`src/rtl/xor_serial_arbiter.sv`:
```
// Round-robin share of one 1-bit xor_gate among N_REQ requesters.
// Operands stream LSB-first; result returns with done and owner index.
module xor_gate (
  input  logic din_a,
  input  logic din_b,
  output logic dout
);
  assign dout = din_a ^ din_b;
endmodule

module xor_serial_arbiter #(
  parameter int N_REQ = 4,
  parameter int WIDTH = 8
) (
  input  logic                   clk,
  input  logic                   rst_n,
  input  logic [N_REQ-1:0]       req,
  input  logic [N_REQ*WIDTH-1:0] op_a,
  input  logic [N_REQ*WIDTH-1:0] op_b,
  output logic [N_REQ-1:0]       gnt,
  output logic                   busy,
  output logic                   done,
  output logic [WIDTH-1:0]       result,
  output logic [$clog2(N_REQ)-1:0] done_id
);
  localparam int IDW = $clog2(N_REQ);
  localparam int SW  = IDW + 1;
  localparam int CW  = (WIDTH > 1) ? $clog2(WIDTH) : 1;

  typedef enum logic [1:0] {IDLE, SHIFT, DONE} state_t;

  state_t           state_q, state_d;
  logic [IDW-1:0]   rr_ptr_q, rr_ptr_d;
  logic [N_REQ-1:0] gnt_q, gnt_d;
  logic             busy_q, busy_d;
  logic             done_q, done_d;
  logic [WIDTH-1:0] result_q, result_d;
  logic [IDW-1:0]   done_id_q, done_id_d;
  logic [WIDTH-1:0] sh_a_q, sh_a_d;
  logic [WIDTH-1:0] sh_b_q, sh_b_d;
  logic [WIDTH-1:0] res_q, res_d;
  logic [CW-1:0]    cnt_q, cnt_d;
  logic [IDW-1:0]   cur_id_q, cur_id_d;

  logic [WIDTH-1:0] a_arr [N_REQ];
  logic [WIDTH-1:0] b_arr [N_REQ];
  logic             win_vld;
  logic [IDW-1:0]   win_id;
  logic [IDW-1:0]   nxt_ptr;
  logic [SW-1:0]    s;
  logic             dout;

  for (genvar g = 0; g < N_REQ; g++) begin : g_unpack
    assign a_arr[g] = op_a[g*WIDTH +: WIDTH];
    assign b_arr[g] = op_b[g*WIDTH +: WIDTH];
  end

  xor_gate u_xor (
    .din_a (sh_a_q[0]),
    .din_b (sh_b_q[0]),
    .dout  (dout)
  );

  // scan req starting at rr_ptr, wrapping modulo N_REQ
  always_comb begin
    win_vld = 1'b0;
    win_id  = '0;
    s       = '0;
    for (int i = 0; i < N_REQ; i++) begin
      s = {1'b0, rr_ptr_q} + SW'(i);
      if (s >= SW'(N_REQ)) s = s - SW'(N_REQ);
      if (!win_vld && req[s[IDW-1:0]]) begin
        win_vld = 1'b1;
        win_id  = s[IDW-1:0];
      end
    end
    nxt_ptr = (win_id == IDW'(N_REQ-1)) ? '0 : win_id + 1'b1;
  end

  always_comb begin
    state_d   = state_q;
    rr_ptr_d  = rr_ptr_q;
    gnt_d     = '0;
    busy_d    = busy_q;
    done_d    = 1'b0;
    result_d  = result_q;
    done_id_d = done_id_q;
    sh_a_d    = sh_a_q;
    sh_b_d    = sh_b_q;
    res_d     = res_q;
    cnt_d     = cnt_q;
    cur_id_d  = cur_id_q;
    unique case (state_q)
      IDLE: begin
        if (win_vld) begin
          gnt_d[win_id] = 1'b1;
          sh_a_d   = a_arr[win_id];
          sh_b_d   = b_arr[win_id];
          cur_id_d = win_id;
          rr_ptr_d = nxt_ptr;
          cnt_d    = '0;
          busy_d   = 1'b1;
          state_d  = SHIFT;
        end
      end
      SHIFT: begin
        res_d = res_q >> 1;
        res_d[WIDTH-1] = dout;
        sh_a_d = sh_a_q >> 1;
        sh_b_d = sh_b_q >> 1;
        cnt_d  = cnt_q + 1'b1;
        if (cnt_q == CW'(WIDTH-1)) begin
          result_d  = res_d;
          done_d    = 1'b1;
          done_id_d = cur_id_q;
          state_d   = DONE;
        end
      end
      DONE: begin
        busy_d  = 1'b0;
        state_d = IDLE;
      end
      default: state_d = IDLE;
    endcase
  end

  always_ff @(posedge clk or negedge rst_n) begin
    if (!rst_n) begin
      state_q   <= IDLE;
      rr_ptr_q  <= '0;
      gnt_q     <= '0;
      busy_q    <= 1'b0;
      done_q    <= 1'b0;
      result_q  <= '0;
      done_id_q <= '0;
      sh_a_q    <= '0;
      sh_b_q    <= '0;
      res_q     <= '0;
      cnt_q     <= '0;
      cur_id_q  <= '0;
    end else begin
      state_q   <= state_d;
      rr_ptr_q  <= rr_ptr_d;
      gnt_q     <= gnt_d;
      busy_q    <= busy_d;
      done_q    <= done_d;
      result_q  <= result_d;
      done_id_q <= done_id_d;
      sh_a_q    <= sh_a_d;
      sh_b_q    <= sh_b_d;
      res_q     <= res_d;
      cnt_q     <= cnt_d;
      cur_id_q  <= cur_id_d;
    end
  end

  assign gnt     = gnt_q;
  assign busy    = busy_q;
  assign done    = done_q;
  assign result  = result_q;
  assign done_id = done_id_q;
endmodule

```
`config.mk`:
```
export PLATFORM = sky130hd
export DESIGN_NAME = xor_serial_arbiter
export DESIGN_NICKNAME = d
export VERILOG_FILES = /design/src/rtl/xor_serial_arbiter.sv
export SDC_FILE = /design/constraint.sdc
export NUM_CORES = 1
export LEC_CHECK = 0
export ABC_AREA = 1
export CORE_ASPECT_RATIO = 1.25
export CORE_MARGIN = 1
export CORE_UTILIZATION = 30
export CTS_CLUSTER_DIAMETER = 150
export DETAILED_ROUTE_END_ITERATION = 16
export PLACE_DENSITY_LB_ADDON = 0.2
export SYNTH_ARGS = -nofsm -noshare
export SYNTH_HDL_FRONTEND = slang
export SYNTH_SLANG_ARGS = --single-unit
```
`constraint.sdc`:
```
create_clock -name clk -period 2.2 [get_ports clk]
set_input_delay 0.44 -clock clk [delete_from_list [all_inputs] [get_ports clk]]
set_output_delay 0.44 -clock clk [all_outputs]
set_load 0.03 [all_outputs]
```
---- Word-level counts from Yosys, hierarchy flattened ----
Cells that the tools add are included.
storage, ports and cells
  bits in registers ....................... 49
  bits in latches ......................... 0
  memory bits (writable) .................. 0
  bits in read-only memories .............. 0
  input bits .............................. 70
  output and inout bits ................... 16
  word-level logic and storage cells ...... 99
  memories ................................ 0
cells by class
  add/subtract/negate cells ............... 9
  multipliers ............................. 0
  divide/modulo/power cells ............... 0
  order comparisons ....................... 11
  eq/ne operators ......................... 6
  shift operators ......................... 0
  mux-type cells .......................... 44
  bitwise gates (word level) .............. 2
  reduce and logical (&&, ||, !) cells .... 15
operator list
  operator                                                                       number
  8-bit two-way mux                                                              6
  8-bit binary-select mux with 2-bit select                                      2
  8-bit one-hot mux with 2 select lines                                          2
  2-bit two-way mux                                                              11
  2-bit by 3-bit less-than comparator with 1-bit output (second input constant)  5
  3-bit >= comparator (second input constant)                                    4
  1-bit two-way mux                                                              12
  2-bit AND reduction                                                            5
  1-bit binary-select mux with 2-bit select                                      4
  4-bit two-way mux                                                              2
  2-bit by 1-bit subtractor with 2-bit output (second input constant)            4
  2-bit by 2-bit adder with 3-bit output (second input constant)                 2
  3-bit one-hot mux with 2 select lines                                          1
  2-bit equality test (second input constant)                                    2
  1-bit logical AND                                                              4
  2-bit inequality test (second input constant)                                  2
  2-bit one-hot mux with 2 select lines                                          1
  2-bit nonzero test                                                             2
  2-bit by 1-bit adder with 3-bit output (second input constant)                 1
  3-bit by 1-bit adder with 3-bit output (second input constant)                 1
  3-bit equality test (second input constant)                                    1
  2-bit by 3-bit >= comparator with 1-bit output (second input constant)         1
  1-bit logical NOT                                                              3
  3-bit two-way mux                                                              1
  8 further kinds                                                                8

---- Depth between registers and ports, before layout ----
Gate-level depths: netlist of run 1.
  word-level depth ........................ 20
  gate-level depth with buffers ........... 15
  gate-level depth less buffers ........... 14

---- Modules after synthesis ----
Synthesis of run 1 repeated with hierarchy kept, for this count alone.
unflattened totals
  cells, all modules ...................... 445
  area total of the unflattened synthesis .. 2945.3 µm²
modules (own cells, without submodules)
  module              times used  cells an instance  area each (µm²)  seq. area each (µm²)
  xor_serial_arbiter  1           440                2926.6           1201.2
  xor_gate            1           5                  18.8             0.0

---- Worst setup path after synthesis of run 1 ----
No wires, ideal clock.
  kind .................................... register -> register
  from .................................... register rr_ptr_q[0]
  to ...................................... register rr_ptr_q[1]
  setup time .............................. 0.126 ns
  data arrival time ....................... 1.831 ns
  required time ........................... 2.074 ns
  setup slack ............................. 0.242 ns
  cell stages (with the launch flop) ...... 14
  path buffers ............................ 2
  period minus slack after synthesis ...... 1.958 ns
  cells stage by stage .................... dfrtp_1 -> buf_4 -> nand2_1 -> nand3_2 -> nand2_2 -> nor2_1 -> nor2_1 -> nand2_4 -> nand2_4 -> inv_1 -> buf_4 -> ha_1 -> nand2_1 -> o21ai_0
between the ends
  cells in the longest elaborated chain, start to end .. 16
  elaborated cells between the ends (all ways) .. 41
  classes of those cells .................. add/sub (8); order compare (4); eq/ne (1); mux (21); reduce/logical (7)
RTL lines
  element                                                                                          RTL line  source
  from (decl)                                                                                      33        logic [IDW-1:0] rr_ptr_q, rr_ptr_d;
  from (signal assigned)                                                                           143       rr_ptr_q <= rr_ptr_d;
  parallel branches: the longest is 13 deep, another holds 2-bit by 1-bit adder with 3-bit output  n/a
  2-bit two-way mux *                                                                              72        if (!win_vld && req[s[IDW-1:0]]) begin
  2-bit by 1-bit adder with 2-bit output / 2-bit equality test (equally long branches)             77        nxt_ptr = (win_id == IDW'(N_REQ-1)) ? '0 : win_id + 1'b1;
  2-bit two-way mux *                                                                              77
  via nxt_ptr[1]                                                                                   49        logic [IDW-1:0] nxt_ptr;
Mark *: on every way through the listed nets, which the timed path passes. The select of a mux whose other input is x is not followed.
A chain may end at the register's enable or synchronous reset.

---- Worst setup path after layout of run 1 ----
  from .................................... input port req[1]
  to ...................................... register sh_a_q[0]
between the ends
  cells in the longest elaborated chain, start to end .. 18
  elaborated cells between the ends (all ways) .. 30
  classes of those cells .................. eq/ne (1); mux (21); bitwise (1); reduce/logical (7)
RTL lines
  element                                                 RTL line  source
  from (decl)                                             17        input logic [N_REQ-1:0] req,
  1-bit binary-select mux with 2-bit select               72
  1-bit two-way mux (not written as such)                 72
  1-bit two-way mux                                       72
  1-bit logical NOT                                       72
  1-bit logical AND                                       72
  1-bit two-way mux                                       72
  1-bit logical NOT                                       72
  1-bit logical AND                                       72
  1-bit two-way mux                                       72
  1-bit logical NOT                                       72
  1-bit logical AND                                       72
  2-bit two-way mux                                       72
  2-bit inverter with 3-bit output (not written as such)  97        sh_a_d = a_arr[win_id];
  8-bit binary-select mux with 2-bit select               97
  8-bit two-way mux (not written as such) (2 in a row)    97
  8-bit two-way mux                                       95        if (win_vld) begin
  8-bit one-hot mux with 2 select lines                   93        unique case (state_q)
  to (signal assigned)                                    136       sh_a_q <= '0;
  to (signal assigned)                                    149       sh_a_q <= sh_a_d;
  to (decl)                                               39        logic [WIDTH-1:0] sh_a_q, sh_a_d;
Several ways; a longest one is shown, not always the timed one. The select of a mux whose other input is x is not followed.

==> run metrics, run 1 <==
DRC viols=0; Tcrit/Tclk final=92.36%; Synthesized Nets=513; most frequent cells in the layout=nand2_1, inv_1, clkdlybuf4s50_1; Clk pin slew, worst setup/hold paths=60 ps; Async S/R FF share, synth=between 90% and 100%; DR top layer=met4; adder-cell share of the synthesized area=1.248%; htree depth=2; Max Cap Violations=0; Iter 0 DRT Violations=101; setup repair bufs after CTS=0; Via-to-Cell Ratio=4.317; Worst VDD drop=0.6725 mV; Cell Rows=40; cell family with most CP delay=simple AND/OR/NAND/NOR gates; first-pass GRT wire length=between 10 and 15 mm; crit path time final=2032 ps; CTS Buffer Depth=2; CTS sink count=48; mux share of post-synthesis cell area=0%; Hold Path Class=in2async; worst-skew pair later-pin latency=280 ps; Met3 Wirelength=315 µm; WP data arrival=2210 ps; Mapped Area=3008 µm²; worst hold slack=141.6 ps; CTS tree=done; worst slew pin tran=581.2 ps; r2r startpoint=rr_ptr_q[1]$_DFFE_PN0P_; Cell variety after synth=29; slew margin rel.=61.16%; crit end category=flip-flop; Initial Util=31.14%; power density over the cells=1534 nW/µm²; met2 wire len=3.496 mm; R2R cell count=13; layout cells sized above 1=10.82%; routed wire length=7.134 mm; critical path launch point type=input port; Root Driver=clkbuf_16; WP data required=2380 ps; Seq/Total Area, Yosys=39.93%; post-synthesis xor/xnor area fraction=0.2912%; gr usage total=14.57%; Area Growth Syn to Fin=41.26%; largest net degree at the start of global routing=39; cell mode on critical path=nand2_1; nets=608; FF+latch count, synth=48; Core ar.=9659 µm²; largest family of logic cells by synthesized area=simple AND/OR/NAND/NOR gates; DR pass1 iterations=4; CP Launch Point=req[1]; Top FF cell, synth=dfrtp_1; antenna-violating nets left=0; Max Slew Vio Count=0; Final setup viols=0; YS warnings=0; die height=114.0 µm; IO Count=86; Worst path max stage delay=480 ps; fmax=0.4921 GHz; clock skew=4.036 ps; Antenna Cells=0; post-synthesis compound-gate area fraction=5.200%; die width=91.56 µm; critical path peak fanout=38; Setup WS post-layout=roughly 170 ps; Overflow after GRT=0; mean area per synthesized cell=6.836 µm²; critical path depth=15; kind of critical path=in2reg; Port-buffer cells=85; critical path, cell by cell=clkdlybuf4s50_1, inv_1, nand2_1, nand3_2, nand2_2, nor2_1, nor2_1, nand2_4, nand2_4, buf_12, nand2_1, nand3_1, nand2_1, nand2_1, nand2_1; hpwl dp=5.561 mm; most common cell after layout, fill and taps aside=nand2_1; met1 wire length=3.247 mm; RSZ-0062 raised after global routing=no; initial antenna violation count=0; worst path buffer plus inverter count=3; routed len/inst=10.78 µm; die footprint=10430 µm²; Fin. Hold Viols=0; status=finished clean; dpl ws=-131.5 ps; Final GP Congestion=0.8194; Simple-Gate Fraction of Synth Area=~39%; total CTS buffers=5; via total after detailed routing=around 2900; Syn Inst Count=440; hold_buf cts=0; Critical-path top delay cell=clkdlybuf4s50_1; Leakage=about 0.0023 µW; EDFF count, synth=0; vias in the first global route=2865
## cell type report
| cell class | instances | area [µm²] |
|---|---|---|
| well taps | 126 | 157.7 |
| multi-input cells | 287 | 1374 |
| repair buffers | 103 | 1006 |
| flip-flops and latches | 48 | 1202 |
| clock inverters | 2 | 35.03 |
| fillers | 1006 | 5410 |
| clock buffers | 6 | 128.9 |
| inverters | 90 | 345.3 |
## sequential cells by signal, summed over array words and instances (netlist names)
name / cells
res_q: 7
busy: 1
sh_a_q: 8
state_q: 2
done: 1
cnt_q: 3
sh_b_q: 8
done_id: 2
gnt: 4
result: 8
rr_ptr_q: 2
cur_id_q: 2
## path summary, 6_finish.rpt
path                                           end  slack [ps]
setup / recovery             sh_a_q[0]$_DFFE_PN0P_         170
min in group clk             sh_a_q[7]$_DFFE_PN0P_         480
setup reg to reg             sh_a_q[1]$_DFFE_PN0P_         220
max in group asynchronous  rr_ptr_q[0]$_DFFE_PN0P_        1520
hold reg to reg              sh_a_q[7]$_DFFE_PN0P_         480
hold / removal               result[3]$_DFFE_PN0P_         140
## timing repair
| action | in CTS | in global routing |
|---|---|---|
| endpoints found under the hold margin | 0 | 0 |
| gates resized for setup | 0 | 3 |
| endpoints found under the setup margin | 0 | 20 |
## synth_stat cells, types with 2 or more instances
cell	number	area share [%]
inv_1	87	11
buf_4	5	1.2
buf_6	2	0.75
dfrtp_1	48	40
nand3_1	60	10
ha_1	3	1.2
nor2_2	2	0.42
nand2_1	151	19
a22o_1	2	0.58
o21ai_0	20	3.3
nand2_4	3	1.1
inv_2	2	0.25
a21oi_1	2	0.33
o21ai_2	2	0.58
nand2_2	14	2.9
nor2_1	10	1.2
nand3_2	2	0.67
or2_0	7	1.5
buf_2	4	0.67
clkbuf_1	5	0.62
## per-layer routing
metal	up-vias	GRT usage [%]
met1	1273	18.71
li1	1511	-
met2	69	25.16
met3	5	2.600
met5	-	0
met4	0	3.915
## kinds of logic (layout without fill, tap and decap cells)
logic type,count (synthesis),count (layout)
XOR/XNOR,1,1
flip-flops,48,48
buffers and inverters,106,201
adder cells (fa/ha/maj),3,3
AND/OR/NAND/NOR,254,255
AO/OA/AOI/OAI,28,28
## power breakdown
part / switching, µW / internal (µW)
logic: 2490 / 1650
clock network: 308 / 534
registers: 238 / 1300
total: 3030 / 3490
## per-stage QoR
step,total power [µW],utilization (%),instance area (µm²),instances,TNS [ps]
2_1_floorplan,4465,-,3008,440,0
3_3_place_gp,5622,42.16,4073,653,-894.2
3_5_place_dp,5691,42.16,4073,653,-1670
4_1_cts,6569,43.86,4237,661,0
5_1_grt,7215,43.99,4249,662,0
6_report,6519,43.99,4249,662,0
Note: power is estimated with default switching activity, not from simulation.
==> run 2: changes to the inputs <==
--- a/config.mk
+++ b/config.mk
@@ -9,9 +9,11 @@
 export CORE_ASPECT_RATIO = 1.25
 export CORE_MARGIN = 1
 export CORE_UTILIZATION = 30
+export CTS_BUF_LIST = sky130_fd_sc_hd__clkbuf_2
 export CTS_CLUSTER_DIAMETER = 150
 export DETAILED_ROUTE_END_ITERATION = 16
 export PLACE_DENSITY_LB_ADDON = 0.2
+export SLEW_MARGIN = 25
 export SYNTH_ARGS = -nofsm -noshare
 export SYNTH_HDL_FRONTEND = slang
 export SYNTH_SLANG_ARGS = --single-unit
==> run metrics, run 2 (same netlist as run 1, synthesis figures left out) <==
routed len/inst=about 11 µm; Final setup viols=0; critical path launch point type=flip-flop; Core ar.=~9700 µm²; Port-buffer cells=85; DRC viols=0; R2R Setup Slk=between 200 and 250 ps; Via-to-Cell Ratio=4.326; Max Slew Vio Count=0; CP Launch Point=rr_ptr_q[0]$_DFFE_PN0P_; Post-Place Cell Area=4073 µm²; Max Cap Violations=0; die height=114.0 µm; die width=91.56 µm; hpwl dp=5.561 mm; CTS tree=done; first-pass GRT wire length=approximately 12 mm; htree depth=2; RSZ-0062 raised after global routing=no; clock skew=slightly above 10 ps; crit end category=flip-flop; filler cell count=roughly 1000; internal power=3164 µW; initial antenna violation count=0; largest net degree at the start of global routing=39; kind of critical path=reg2reg; die footprint=10430 µm²; total CTS buffers=5; WP data required=2520 ps; worst hold stages=1; power density over the cells=1468 nW/µm²; most common cell after layout, fill and taps aside=nand2_1; worst hold slack=498.4 ps; R2R cell count=13; antenna-violating nets left=0; Overflow after GRT=0; dpl ws=-131.5 ps; Setup WS post-layout=225.7 ps; layout cells sized above 1=11.50%; vias in the first global route=2842; fmax=slightly above 0.5 GHz; Tcrit/Tclk final=between 80% and 90%; Leakage=roughly 0.0022 µW; worst r2r dst=sh_a_q[1]$_DFFE_PN0P_; routed wire length=7.040 mm; Fin. Hold Viols=0; CTS Buffer Depth=2; Worst VDD drop=0.6629 mV; worst-skew pair later-pin latency=410 ps; most frequent cells in the layout=nand2_1, inv_1, clkdlybuf4s50_1; nets=around 600; CTS sink count=between 40 and 50; Final GP Congestion=between 0.8 and 0.9; Flop pwr share=24.6%; worst slew pin tran=about 570 ps; Iter 0 DRT Violations=114; status=finished clean; Hold Path Class=reg2reg; WP data arrival=2290 ps; critical path peak fanout=38; final setup TNS=0 ps; gr usage total=between 10% and 20%; design area=4173 µm²; logic gate share of total power=67.8%; Antenna Cells=0; Cell Rows=40; Initial Util=a little under a third; r2r startpoint=rr_ptr_q[0]$_DFFE_PN0P_; via total after detailed routing=2877; clock share of power=7.6%; crit path time final=between 1500 and 2000 ps; DR pass1 iterations=4; slew margin rel.=61.67%; Clk pin slew, worst setup/hold paths=220 ps; Root Driver=clkbuf_2; critical path capture point=sh_a_q[1]$_DFFE_PN0P_; Sw Ratio=about 48%; Area Growth Syn to Fin=38.73%; Net Sw Power=2961 µW; IO Count=86; Power Total=around 6100 µW
run 2: repair_timing:
| action | CTS | global route |
|---|---|---|
| hold buffers | 1 | 0 |
| setup endpoints to repair | 0 | 23 |
| endpoints found under the hold margin | 23 | 0 |
| resized for setup | 0 | 2 |
| buffers inserted | 0 | 3 |
run 2: routing by layer:
layer | global-route usage [%] | routed length, µm | share of wire, %
met5 | 0 | 0 | 0
met3 | 2.600 | 332 | 4.7
met1 | 18.49 | 3185 | 45
met2 | 25.21 | 3473 | 49
met4 | 3.280 | 48 | 0.68
run 2: worst min-delay path by stage:
stage          slack (ps)                 start               endpoint
2_1_floorplan         140                 rst_n       busy$_DFFE_PN0P_
3_5_place_dp          460                 rst_n  result[3]$_DFFE_PN0P_
6_report              500  cnt_q[0]$_DFFE_PN0P_   cnt_q[0]$_DFFE_PN0P_
4_1_cts               500                 rst_n  result[3]$_DFFE_PN0P_
3_3_place_gp          470                 rst_n  result[3]$_DFFE_PN0P_
5_1_grt               510                 rst_n  result[3]$_DFFE_PN0P_
run 2: critical path: stages (launching register included):
cell     delay [ps]
dfrtp_2         480
buf_4           160
nand2_1          50
nand2_1         100
nand2_2          90
nand2_2          80
nor2_8          110
nand3_4          90
nand2_4          80
nand2_4          60
buf_12          160
or2_2           270
nand3_1          70
nand3_1          70
run 2: power by group through the flow:
stage          clock [µW]  sequential [µW]  combinational (µW)
5_1_grt               517             1560                4750
4_1_cts               490             1530                4160
6_report              463             1510                4150
2_1_floorplan           0             1720                2740
3_3_place_gp            0             1540                4080
3_5_place_dp            0             1550                4140
run 2: layout make-up:
cell class                      count  area [µm²]  area share [%]
Clock buffer                        6       30.03          0.7196
Clock inverter                      2       35.03          0.8396
Inverter                           90       340.3           8.156
Multi-Input combinational cell    286        1368           32.77
Sequential cell                    48        1204           28.85
Tap cell                          126       157.7           3.778
Timing Repair Buffer              107        1039           24.89
run 2: metrics by stage:
| step | utilization (%) | std cells |
|---|---|---|
| after floorplan | - | 440 |
| after global placement | 42.16 | 653 |
| after detailed placement | 42.16 | 653 |
| after CTS | 42.94 | 662 |
| after global routing | 43.20 | 665 |
| final | 43.20 | 665 |
